`config.mk`:
```
export PLATFORM = sky130hd
export DESIGN_NAME = string_cmp_engine
export DESIGN_NICKNAME = d
export VERILOG_FILES = /design/src/rtl/string_hw_pkg.sv /design/src/rtl/string_word_cmp.sv /design/src/rtl/string_cmp_engine.sv
export SDC_FILE = /design/constraint.sdc
export NUM_CORES = 1
export LEC_CHECK = 0
export ABC_AREA = 1
export CORE_UTILIZATION = 46
export CTS_BUF_LIST = sky130_fd_sc_hd__clkbuf_8 sky130_fd_sc_hd__clkbuf_16
export CTS_CLUSTER_SIZE = 10
export DETAILED_ROUTE_END_ITERATION = 8
export HOLD_SLACK_MARGIN = 0.06
export PLACE_DENSITY = 0.72
export SETUP_SLACK_MARGIN = 0.3
export SYNTH_ARGS = -nofsm -noshare
export SYNTH_HDL_FRONTEND = slang
export SYNTH_SLANG_ARGS = --single-unit
```
`constraint.sdc`:
```
create_clock -name clk -period 2.85 [get_ports clk]
set_input_delay 0.57 -clock clk [delete_from_list [all_inputs] [get_ports clk]]
set_output_delay 0.57 -clock clk [all_outputs]
set_load 0.05 [all_outputs]
```
`src/rtl/string_hw_pkg.sv`:
```
// rtl/string_hw_pkg.sv - shared types, constants and helpers for the string compare engine
// Contents: FSM state enum, byte type, NUL, BYTES_PER_WORD, fold_case().
// No ports (package).
package string_hw_pkg;

    typedef enum logic [1:0] {
        IDLE  = 2'd0,
        FETCH = 2'd1,
        CMP   = 2'd2,
        DONE  = 2'd3
    } state_e;

    typedef logic [7:0] byte_t;

    localparam byte_t NUL            = 8'h00;
    localparam int    BYTES_PER_WORD = 4;

    // Maps ASCII 'A'..'Z' onto 'a'..'z' when en is set; every other byte,
    // including NUL, passes through untouched.
    function automatic byte_t fold_case(input byte_t b, input logic en);
        if (en && (b >= 8'h41) && (b <= 8'h5A)) begin
            return b + 8'h20;
        end
        return b;
    endfunction

endpackage

```
`src/rtl/string_word_cmp.sv`:
```
// rtl/string_word_cmp.sv - combinational strcmp-style compare of one 4-byte word pair
// Ports:
//   a_word, b_word   in  32  words to compare; byte 0 = [31:24]
//   nocase           in  1   fold A-Z to a-z before comparing
//   hit              out 1   some byte differs or is a common NUL
//   hit_is_mismatch  out 1   the first hit byte differs (else it is a NUL)
//   hit_byte         out 2   index of the first hit byte
//   a_lt_b           out 1   at the first hit byte, A < B (unsigned)
module string_word_cmp
    import string_hw_pkg::*;
(
    input  logic [31:0] a_word,
    input  logic [31:0] b_word,
    input  logic        nocase,
    output logic        hit,
    output logic        hit_is_mismatch,
    output logic [1:0]  hit_byte,
    output logic        a_lt_b
);

    byte_t a_b [BYTES_PER_WORD];
    byte_t b_b [BYTES_PER_WORD];

    always_comb begin
        for (int i = 0; i < BYTES_PER_WORD; i++) begin
            a_b[i] = fold_case(a_word[31-8*i -: 8], nocase);
            b_b[i] = fold_case(b_word[31-8*i -: 8], nocase);
        end
    end

    // Scan from the highest byte down so the lowest-index hit is the one
    // that survives; this gives a priority encoder without an early exit.
    always_comb begin
        hit             = 1'b0;
        hit_is_mismatch = 1'b0;
        hit_byte        = 2'd0;
        a_lt_b          = 1'b0;
        for (int i = BYTES_PER_WORD - 1; i >= 0; i--) begin
            if ((a_b[i] != b_b[i]) || (a_b[i] == NUL)) begin
                hit             = 1'b1;
                hit_is_mismatch = (a_b[i] != b_b[i]);
                hit_byte        = 2'(i);
                a_lt_b          = (a_b[i] < b_b[i]);
            end
        end
    end

endmodule

```
`src/rtl/string_cmp_engine.sv`:
```
// rtl/string_cmp_engine.sv - pops paired words from string FIFOs A/B and compares them strcmp-style
// Optional feature macro: STRCMP_NOCASE_EN (adds the nocase input, case-folded compare).
// Ports:
//   clk, reset        in   clock; asynchronous active-low reset
//   go, clear         in   start pulse (IDLE/DONE only); synchronous abort (priority)
//   len_words         in   LEN_W  words to compare, saturated to MAX_WORDS
//   nocase            in   1      (STRCMP_NOCASE_EN only) fold case, sampled on go
//   a_rdata, a_empty  in   FIFO A show-ahead head word and empty flag
//   a_rd_en           out  pop FIFO A
//   b_rdata, b_empty  in   FIFO B show-ahead head word and empty flag
//   b_rd_en           out  pop FIFO B
//   busy, done        out  FETCH/CMP active; result valid (level)
//   equal, a_lt_b     out  compare result
//   diff_idx          out  IDX_W  first difference / NUL position / 4*len_words
module string_cmp_engine
    import string_hw_pkg::*;
#(
    parameter int MAX_WORDS = 4,
    parameter int LEN_W     = $clog2(MAX_WORDS + 1),
    parameter int IDX_W     = $clog2(4 * MAX_WORDS) + 1
) (
    input  logic             clk,
    input  logic             reset,
    input  logic             go,
    input  logic             clear,
    input  logic [LEN_W-1:0] len_words,
`ifdef STRCMP_NOCASE_EN
    input  logic             nocase,
`endif
    input  logic [31:0]      a_rdata,
    input  logic             a_empty,
    output logic             a_rd_en,
    input  logic [31:0]      b_rdata,
    input  logic             b_empty,
    output logic             b_rd_en,
    output logic             busy,
    output logic             done,
    output logic             equal,
    output logic             a_lt_b,
    output logic [IDX_W-1:0] diff_idx
);

    state_e           state_q, state_d;
    logic [LEN_W-1:0] len_q, len_d;
    logic [LEN_W-1:0] cnt_q, cnt_d;
    logic [31:0]      wa_q, wa_d;
    logic [31:0]      wb_q, wb_d;
    logic             done_q, done_d;
    logic             equal_q, equal_d;
    logic             lt_q, lt_d;
    logic [IDX_W-1:0] idx_q, idx_d;

    logic             pop;
    logic             cmp_nocase;
    logic             hit, hit_mis, hit_lt;
    logic [1:0]       hit_byte;
    logic [LEN_W-1:0] len_sat;
    logic [LEN_W-1:0] cnt_inc;
    logic [IDX_W-1:0] word_base;

`ifdef STRCMP_NOCASE_EN
    logic nocase_q, nocase_d;
    assign cmp_nocase = nocase_q;
`else
    assign cmp_nocase = 1'b0;
`endif

    assign len_sat   = (len_words > LEN_W'(MAX_WORDS)) ? LEN_W'(MAX_WORDS) : len_words;
    assign cnt_inc   = cnt_q + LEN_W'(1);
    assign word_base = IDX_W'({cnt_q, 2'b00});

    string_word_cmp u_word_cmp (
        .a_word          (wa_q),
        .b_word          (wb_q),
        .nocase          (cmp_nocase),
        .hit             (hit),
        .hit_is_mismatch (hit_mis),
        .hit_byte        (hit_byte),
        .a_lt_b          (hit_lt)
    );

    always_comb begin
        state_d  = state_q;
        len_d    = len_q;
        cnt_d    = cnt_q;
        wa_d     = wa_q;
        wb_d     = wb_q;
        done_d   = done_q;
        equal_d  = equal_q;
        lt_d     = lt_q;
        idx_d    = idx_q;
        pop      = 1'b0;
`ifdef STRCMP_NOCASE_EN
        nocase_d = nocase_q;
`endif
        if (clear) begin
            state_d = IDLE;
            cnt_d   = '0;
            done_d  = 1'b0;
            equal_d = 1'b0;
            lt_d    = 1'b0;
            idx_d   = '0;
        end else begin
            unique case (state_q)
                IDLE, DONE: begin
                    if (go) begin
                        len_d   = len_sat;
                        cnt_d   = '0;
                        done_d  = 1'b0;
                        equal_d = 1'b0;
                        lt_d    = 1'b0;
                        idx_d   = '0;
`ifdef STRCMP_NOCASE_EN
                        nocase_d = nocase;
`endif
                        if (len_words == '0) begin
                            state_d = DONE;
                            done_d  = 1'b1;
                            equal_d = 1'b1;
                        end else begin
                            state_d = FETCH;
                        end
                    end
                end
                FETCH: begin
                    // Both sides must have data so pops stay paired.
                    if (!a_empty && !b_empty) begin
                        pop     = 1'b1;
                        wa_d    = a_rdata;
                        wb_d    = b_rdata;
                        state_d = CMP;
                    end
                end
                CMP: begin
                    if (hit) begin
                        state_d = DONE;
                        done_d  = 1'b1;
                        equal_d = !hit_mis;
                        lt_d    = hit_mis && hit_lt;
                        idx_d   = word_base + IDX_W'(hit_byte);
                    end else if (cnt_inc == len_q) begin
                        state_d = DONE;
                        done_d  = 1'b1;
                        equal_d = 1'b1;
                        lt_d    = 1'b0;
                        idx_d   = IDX_W'({len_q, 2'b00});
                        cnt_d   = cnt_inc;
                    end else begin
                        cnt_d   = cnt_inc;
                        state_d = FETCH;
                    end
                end
                default: state_d = IDLE;
            endcase
        end
    end

    always_ff @(posedge clk or negedge reset) begin
        if (!reset) begin
            state_q  <= IDLE;
            len_q    <= '0;
            cnt_q    <= '0;
            wa_q     <= '0;
            wb_q     <= '0;
            done_q   <= 1'b0;
            equal_q  <= 1'b0;
            lt_q     <= 1'b0;
            idx_q    <= '0;
`ifdef STRCMP_NOCASE_EN
            nocase_q <= 1'b0;
`endif
        end else begin
            state_q  <= state_d;
            len_q    <= len_d;
            cnt_q    <= cnt_d;
            wa_q     <= wa_d;
            wb_q     <= wb_d;
            done_q   <= done_d;
            equal_q  <= equal_d;
            lt_q     <= lt_d;
            idx_q    <= idx_d;
`ifdef STRCMP_NOCASE_EN
            nocase_q <= nocase_d;
`endif
        end
    end

    assign a_rd_en  = pop;
    assign b_rd_en  = pop;
    assign busy     = (state_q == FETCH) || (state_q == CMP);
    assign done     = done_q;
    assign equal    = equal_q;
    assign a_lt_b   = lt_q;
    assign diff_idx = idx_q;

endmodule

```
Word level (Yosys, flattened, before mapping)
Index checks and enable logic that the tools add are counted.
- flip-flop bits (word level): 80
- input bits: 73
- output and inout port bits: 11
- logic and storage cells: 102
- add/subtract/negate cells: 2
- order comparisons: 5
- equal/unequal tests: 12
- multiplexer cells: 50
- bitwise logic cells: 1
- reductions and logical operators: 23
- operators by type and width (kind ; number):
    $logic_not A8 Y1 ; 4
    $lt A8 B8 Y1 ; 4
    $ne A8 B8 Y1 ; 4
    $mux W1 ; 26
    $mux W2 ; 10
    $mux W5 ; 4
    $mux W3 ; 4
    $reduce_and A3 Y1 ; 4
    $pmux W5 S2 ; 1
    $ne A3 B3 Y1 const B ; 3
    $pmux W1 S2 ; 3
    $pmux W2 S3 ; 1
    $pmux W3 S2 ; 1
    $add A5 B2 Y5 ; 1
    $logic_or A1 B1 Y1 ; 5
    $eq A2 B2 Y1 const B ; 2
    $ne A4 B4 Y1 const B ; 1
    $add A3 B1 Y3 const B ; 1
    $eq A3 B3 Y1 ; 1
    $gt A3 B3 Y1 const B ; 1
    $logic_not A1 Y1 ; 3
    $logic_not A3 Y1 ; 1
    $reduce_bool A3 Y1 ; 1
    $eq A2 B1 Y1 const B ; 1
    other kinds (5) ; 6

Logic depth before layout (Yosys ltp)
- depth after elaboration: 10
- mapped depth: 15
- mapped depth without buffers: 15

Modules after synthesis
From an unflattened synthesis, not the netlist that was laid out.
- cells, all modules: 693
- area, all modules: 5126.2 um2
- by module, submodules not included (module ; instances ; cells an instance ; area an instance (um2) ; seq. area each (um2)):
    string_cmp_engine ; 1 ; 392 ; 3362.0 ; 2001.9
    string_word_cmp ; 1 ; 301 ; 1764.2 ; 0.0

Least setup slack after synthesis
No wires, ideal clock.
- kind: reg2out
- start: register state_q[1]
- end: output b_rd_en
- arrival: 1.762 ns
- slack: 0.518 ns
- stages on the path, launching flop included: 10
- buffers on the path: 3
- cell sequence: dfrtp_1 inv_1 ha_1 inv_1 nor2_1 inv_1 nor2_2 buf_2 buf_2 buf_4
- cells in the longest elaborated chain, start to end: 3
- ends and longest elaborated chain (what ; line ; RTL):
    start: declaration ; string_cmp_engine.sv:43 ; state_e state_q, state_d;
    start signal: assignment ; string_cmp_engine.sv:173 ; state_q <= state_d;
    $eq A2 B1 Y1 ; string_cmp_engine.sv:104 ; unique case (state_q)
    $mux W1 ; string_cmp_engine.sv:104 ;
    $mux W1 ; string_cmp_engine.sv:96 ; if (clear) begin
    end: declaration ; string_cmp_engine.sv:35 ; output logic b_rd_en,
Every way passes these cells.

Worst setup path after layout
- start: input clear
- end: output a_rd_en
- cells in the longest elaborated chain, start to end: 1
- ends and longest elaborated chain (what ; line ; RTL):
    start: declaration ; string_cmp_engine.sv:25 ; input logic clear,
    $mux W1 ; string_cmp_engine.sv:96 ;
    end: declaration ; string_cmp_engine.sv:32 ; output logic a_rd_en,
Every way passes these cells.

==> results.cfg <==
[worst_setup_path]
startpoint_type = input port
cp_data_required_time_ns = 2.28
critPathCaptureType = output pin
path_class = input port to output pin
cp.arrival_ns = 1.80
cp_max_fo = 6

[floorplanning]
die_h_um = 99.8
rows = 35
floorplan.initialDensity_pct = 47.6
core_area_mm2 = 0.00924
io_pins = 84
die_w_um = 99.8
die_area_mm2 = 0.00996

[detailed_routing]
wl_mm = 9.07
dr.first_iter.drc_count = 118
vias = 3645
drt-vias-per-instance = 4.78
ant_nets = 0
drtPass1Iterations = 6
wl_per_cell_um = 11.9
drc_errors = 0

[pwr]
leakagePower_nw = 2.77
power.density_mw_per_mm2 = 910
ir_drop_uv = 352

[yosys]
syn_inst = 545
synth_xor_area_share_pct = 0.199
synth_top_area_share_pct = 45.5
ys_warn_count = 0
ys_seq_area_share_pct = 45.5
synthAdderAreaFrac_pct = 9.95
synth_area_per_cell_um2 = 8.07
synth-main-ff-cell = dfrtp_1
synth_compound_area_share_pct = 9.10
ys_seq_elements = 80
async_reset_ff_share_pct = 100
synth_edf_count = 0
yosys.area.top_type = dfrtp_1
synthMuxAreaShare_pct = 0
synth_cell_type_count = 30
synth_area_leaders = dfrtp_1 46%, nand2_1 16%, ha_1 10%, inv_1 5.7%, o21ai_0 4.6%
synth_top_family_by_area = simple AND/OR/NAND/NOR gates
yosysMostFrequentCell = nand2_1
syn-num-nets = 653
synthSimpleGateAreaFrac_pct = 27.5
synth_common_cells = 186 x nand2_1, 80 x dfrtp_1, 67 x inv_1, 40 x o21ai_0, 35 x ha_1
netlist_area_mm2 = 0.00440

[cts]
worstSkewPairLatency_ns = 0.34
cts_tree = built
path_clk_slew_ns = 0.08
clockBufferDepth = 2
ctsHtreeMaxLevel = 3
cts.sinks = 80
cts-root-buf = clkbuf_8
cts_buffers = 9

[sta]
worst_pin_slew_ns = 0.992
slew_headroom_pct = 33.9
setup-tns-final_ns = 0
finalSetupViolations = 0
setup_slack_ns = 0.484
fmax_mhz = 423
rsz0062_at_grt = no
finalHoldViolations = 0
report.final.slew_viol_count = 0
period_needed_ns = 2.37
fin_crit_sh_pct = 83.0
finClkSkew_ns = 0.0123

[global_route]
antenna_found_initial = 0
first_global_vias = 3684
grt_pass1_wl_mm = 15.7
grt_overflow = 0
grt_max_degree = 81
grt_use_total_pct = 19.8

[placed_design]
place_congestion = 0.794
place_ws_ns = 0.474
dp_hpwl_mm = 6.92
io_buffers = 83

[layout]
ff_latch_area_mm2 = 0.00200
syn2layout_area_growth_pct = 26.5
antennaDiodeCount = 0
drive_gt1_share_pct = 10.3
multi_input_area_mm2 = 0.00206
post-route-util_pct = 60.2
nets = 738
fillers = 829

[outcome]
status = finished, final reports clean

[min_path]
hold_class = input port to async pin

[run]
cap_violations = 0
## area by class of cell
class                      instances  share of cell area, %
multi-input combinational        381                   37.1
sequential                        80                   36.0
timing repair buffer              89                   16.0
inverter                          69                   4.65
tap                              129                   2.90
clock buffer                      10                   2.47
clock inverter                     5                  0.899
## worst paths after layout
path / slack (ns) / cells after the start / to / start
max in group asynchronous: 1.81 / 1 / wb_q[19]$_DFFE_PN0P_ / reset
hold / removal: 0.39 / 1 / wb_q[11]$_DFFE_PN0P_ / reset
min in group clk: 0.50 / 2 / diff_idx[3]$_DFFE_PN0P_ / diff_idx[3]$_DFFE_PN0P_
setup reg to reg: 0.76 / 12 / equal$_DFFE_PN0P_ / wa_q[3]$_DFFE_PN0P_
hold reg to reg: 0.50 / 2 / diff_idx[3]$_DFFE_PN0P_ / diff_idx[3]$_DFFE_PN0P_
setup / recovery: 0.48 / 5 / a_rd_en / clear
## worst max-delay path: stages
cell and delay, ns:
clkdlybuf4s50_1 0.50, nor2_1 0.17, inv_1 0.08, nor2_4 0.28, buf_12 0.19
## metrics by stage
stage / instances / hold slack, ns / area, µm² / power, mW
2_1_floorplan: 545 / 0.274 / 4400 / 3.68
3_3_place_gp: 748 / 0.473 / 5380 / 4.17
3_5_place_dp: 748 / 0.480 / 5380 / 4.30
4_1_cts: 763 / 0.427 / 5560 / 5.11
5_1_grt: 763 / 0.468 / 5560 / 5.57
6_report: 763 / 0.390 / 5560 / 5.06
## what timing repair did
| action | in CTS | in global routing |
|---|---|---|
| setup buffers | 0 | 0 |
| setup endpoints to repair | 1 | 0 |
| resized for setup | 1 | 0 |
| endpoints found under the hold margin | 0 | 0 |
| hold buffers | 0 | 0 |
## state kept, by name, indices dropped and copies added, names as in the netlist, 2 cells and up
signal	count
wa_q	32
wb_q	32
cnt_q	3
state_q	2
len_q	3
diff_idx	5
## report_power, final
part | internal (mW) | switching (mW)
registers | 1.63 | 0.281
clock network | 0.417 | 0.391
logic | 0.931 | 1.41
## cell usage in the layout (no fill, tap or decap), drive strengths merged
| cell | n |
|---|---|
| nor3 | 1 |
| bufinv | 1 |
| ha | 35 |
| dfrtp | 80 |
| xnor2 | 1 |
| dlygate4sd2 | 1 |
| nand4 | 2 |
| clkinvlp | 1 |
| o21a | 3 |
| nand3 | 13 |
| o21ai | 43 |
| clkbuf | 10 |
| nor2 | 46 |
| or2 | 1 |
| o21bai | 2 |
| buf | 9 |
| a21oi | 19 |
| nand2 | 207 |
| clkdlybuf4s50 | 79 |
| o211ai | 1 |
| inv | 71 |
| o22ai | 6 |
| clkinv | 1 |
| nand3b | 1 |
## per-layer routing
layer  GRT usage [%]  part of all wire [%]  vias to the layer above
met5               0                     0                        -
met4            7.13                   1.5                        0
met3            2.51                   3.6                       12
met2            34.4                    48                       80
met1            25.5                    46                     1682
li1                -                     -                     1871
## kinds of logic (layout without fill, tap and decap cells)
family,after synthesis,count (layout)
adder cells (fa/ha/maj),35,35
buffers and inverters,84,173
AND/OR/NAND/NOR,271,271
XOR/XNOR,1,1
flip-flops,80,80
AO/OA/AOI/OAI,74,74
(Power assumes the default switching activity.)
==> RTL edit, RTL diff (same settings) <==
`wa_q` and `wb_q` no longer have a reset.
--- a/src/rtl/string_cmp_engine.sv
+++ b/src/rtl/string_cmp_engine.sv
@@ -160,8 +160,6 @@
             state_q  <= IDLE;
             len_q    <= '0;
             cnt_q    <= '0;
-            wa_q     <= '0;
-            wb_q     <= '0;
             done_q   <= 1'b0;
             equal_q  <= 1'b0;
             lt_q     <= 1'b0;
@@ -173,8 +171,6 @@
             state_q  <= state_d;
             len_q    <= len_d;
             cnt_q    <= cnt_d;
-            wa_q     <= wa_d;
-            wb_q     <= wb_d;
             done_q   <= done_d;
             equal_q  <= equal_d;
             lt_q     <= lt_d;
@@ -183,6 +179,11 @@
             nocase_q <= nocase_d;
 `endif
         end
+    end
+
+    always_ff @(posedge clk) begin
+        wa_q <= wa_d;
+        wb_q <= wb_d;
     end
 
     assign a_rd_en  = pop;
Check against the original RTL: same outputs for any inputs over 10 cycles, from zero or initial values and one cycle with reset low; that may be too few to reach the edited logic, so the function may still have changed.
==> RTL edit against the unedited design <==
- die area shrank 8.8%
- sequential cell count unchanged
- non-clock buffer count fell by 5
- largest cell class is now sequential cells
- sequential share of layout area increased by 8.3 points
- routed wire length decreased by 24%
- synthesized area decreased by 9.0%
- highest routed layer unchanged
- worst setup slack got worse by 0.10 ns
- final area shrank 5.8%
- final cell count shrank 23%
- register-to-register slack worse by 0.05 ns
- critical endpoint is now b_rd_en
Power is not compared: it rests on default switching activity, and its combinational part moved more than twofold at a synthesized area within 25%.
==> RTL edit: results (changes against the unedited design) <==
status complete, no violations; syn_area_per_cell 10.4 sq um (+29%); global-route wire length before repair 11500 microns (-27%); metal2 WL 3280 microns (-25%); Crit Reg-Reg Endpoint diff_idx[3]; DRT iter0 DRCs 69 (-42%); post-synth net total 493 (-25%); Commonest cells post-synth nand2_1, edfxtp_1, inv_1, nor2_1, ha_1; met3 GRT Util 0.0367 (+0.0116); HP Class reg2reg; post-place setup slack 0.380 ns (-0.0947 ns); top cells by area in the synthesized netlist edfxtp_1, ha_1, dfrtp_1; fraction of area in multi-input gates 0.274 (-0.0968); clk tree area frac 0.0403 (+0.00661); Reg-to-Reg Start wa_q[7]; slew margin rel. 0.520 (+0.182); Post-DP HPWL 5320 microns (-23%); Yosys warnings 0 (unchanged); slowest stage delay, CP 0.63 ns (+0.13 ns); Layout Skew 0.0109 ns (-0.00144 ns); dpl cells 572 (-24%); Reg area 2320 sq um (+16%); Filler Cell Count 644 (-22%); Vias/cell 4.74 (-0.78%); vias in the first global route 2667 (-28%); Tap Count 105 (-19%); RePlAce Congestion 0.828 (+4.3%); largest net degree at the start of global routing 65 (-20%); Final min period 2.47 ns (+0.101 ns); top cell category sequential cells; ratio of cells with drive above 1 in the final layout 0.112 (+0.00928); routing usage on met2 0.264 (-0.0795); Placed Instance Area 5030 sq um (-6.4%); final WL 6900 microns (-24%); Global Route Usage Sum 0.168 (-0.0307); CP max FO 4 (-2); asr flop ratio synth 0.200 (-0.800); WL met1 3120 microns (-26%); fin cells 588 (-23%); Root Buffer Master clkbuf_8; drt pass-1 iters 4 (-2); worst endpoint data arrival time 1.90 ns (+0.10 ns); sequential element share of the synthesized area 0.580 (+0.125); hold slack 0.493 ns (+0.103 ns); Non-Clock Buffer Count 84 (-5.6%); count of multi-input combinational gates 234 (-39%); WL met3 327 microns (+0.62%); FFs & Latches 80 (unchanged); met1 global-route usage 0.219 (-0.0362); Max Used Layer met4; footprint of the multi-input gates 1440 sq um (-30%); Worst Setup EP b_rd_en
## RTL edit: cell count changes after synthesis, moves of 6 or more
cell | before | now
clkbuf_1 | 9 | 0
nor2_1 | 30 | 36
nand2_1 | 186 | 81
o21ai_0 | 40 | 7
edfxtp_1 | 0 | 64
nand2_2 | 19 | 9
dfrtp_1 | 80 | 16
## RTL edit: kinds of logic (layout without fill, tap and decap cells)
group,Yosys count,in the layout,synth area share
adders and majority gates,35,35,0.109
AOI/OAI and AO/OA,39,39,0.0560
DFF,80,80,0.580
and+or+nand+nor,159,159,0.182
buffers and inverters,71,169,0.0703
xor gates and xnor gates,1,1,0.00219
## RTL edit: worst reg2reg max path: stages (launching register included)
cell and delay [ns]:
edfxtp_1 0.40, ha_1 0.31, nand2_1 0.08, nor2_1 0.15, nand3_1 0.08, nor2_1 0.21, nand2_2 0.14, nor2_8 0.18
nand3_4 0.10, nand2_4 0.19, inv_2 0.07, nand3_1 0.08, nand2_1 0.05
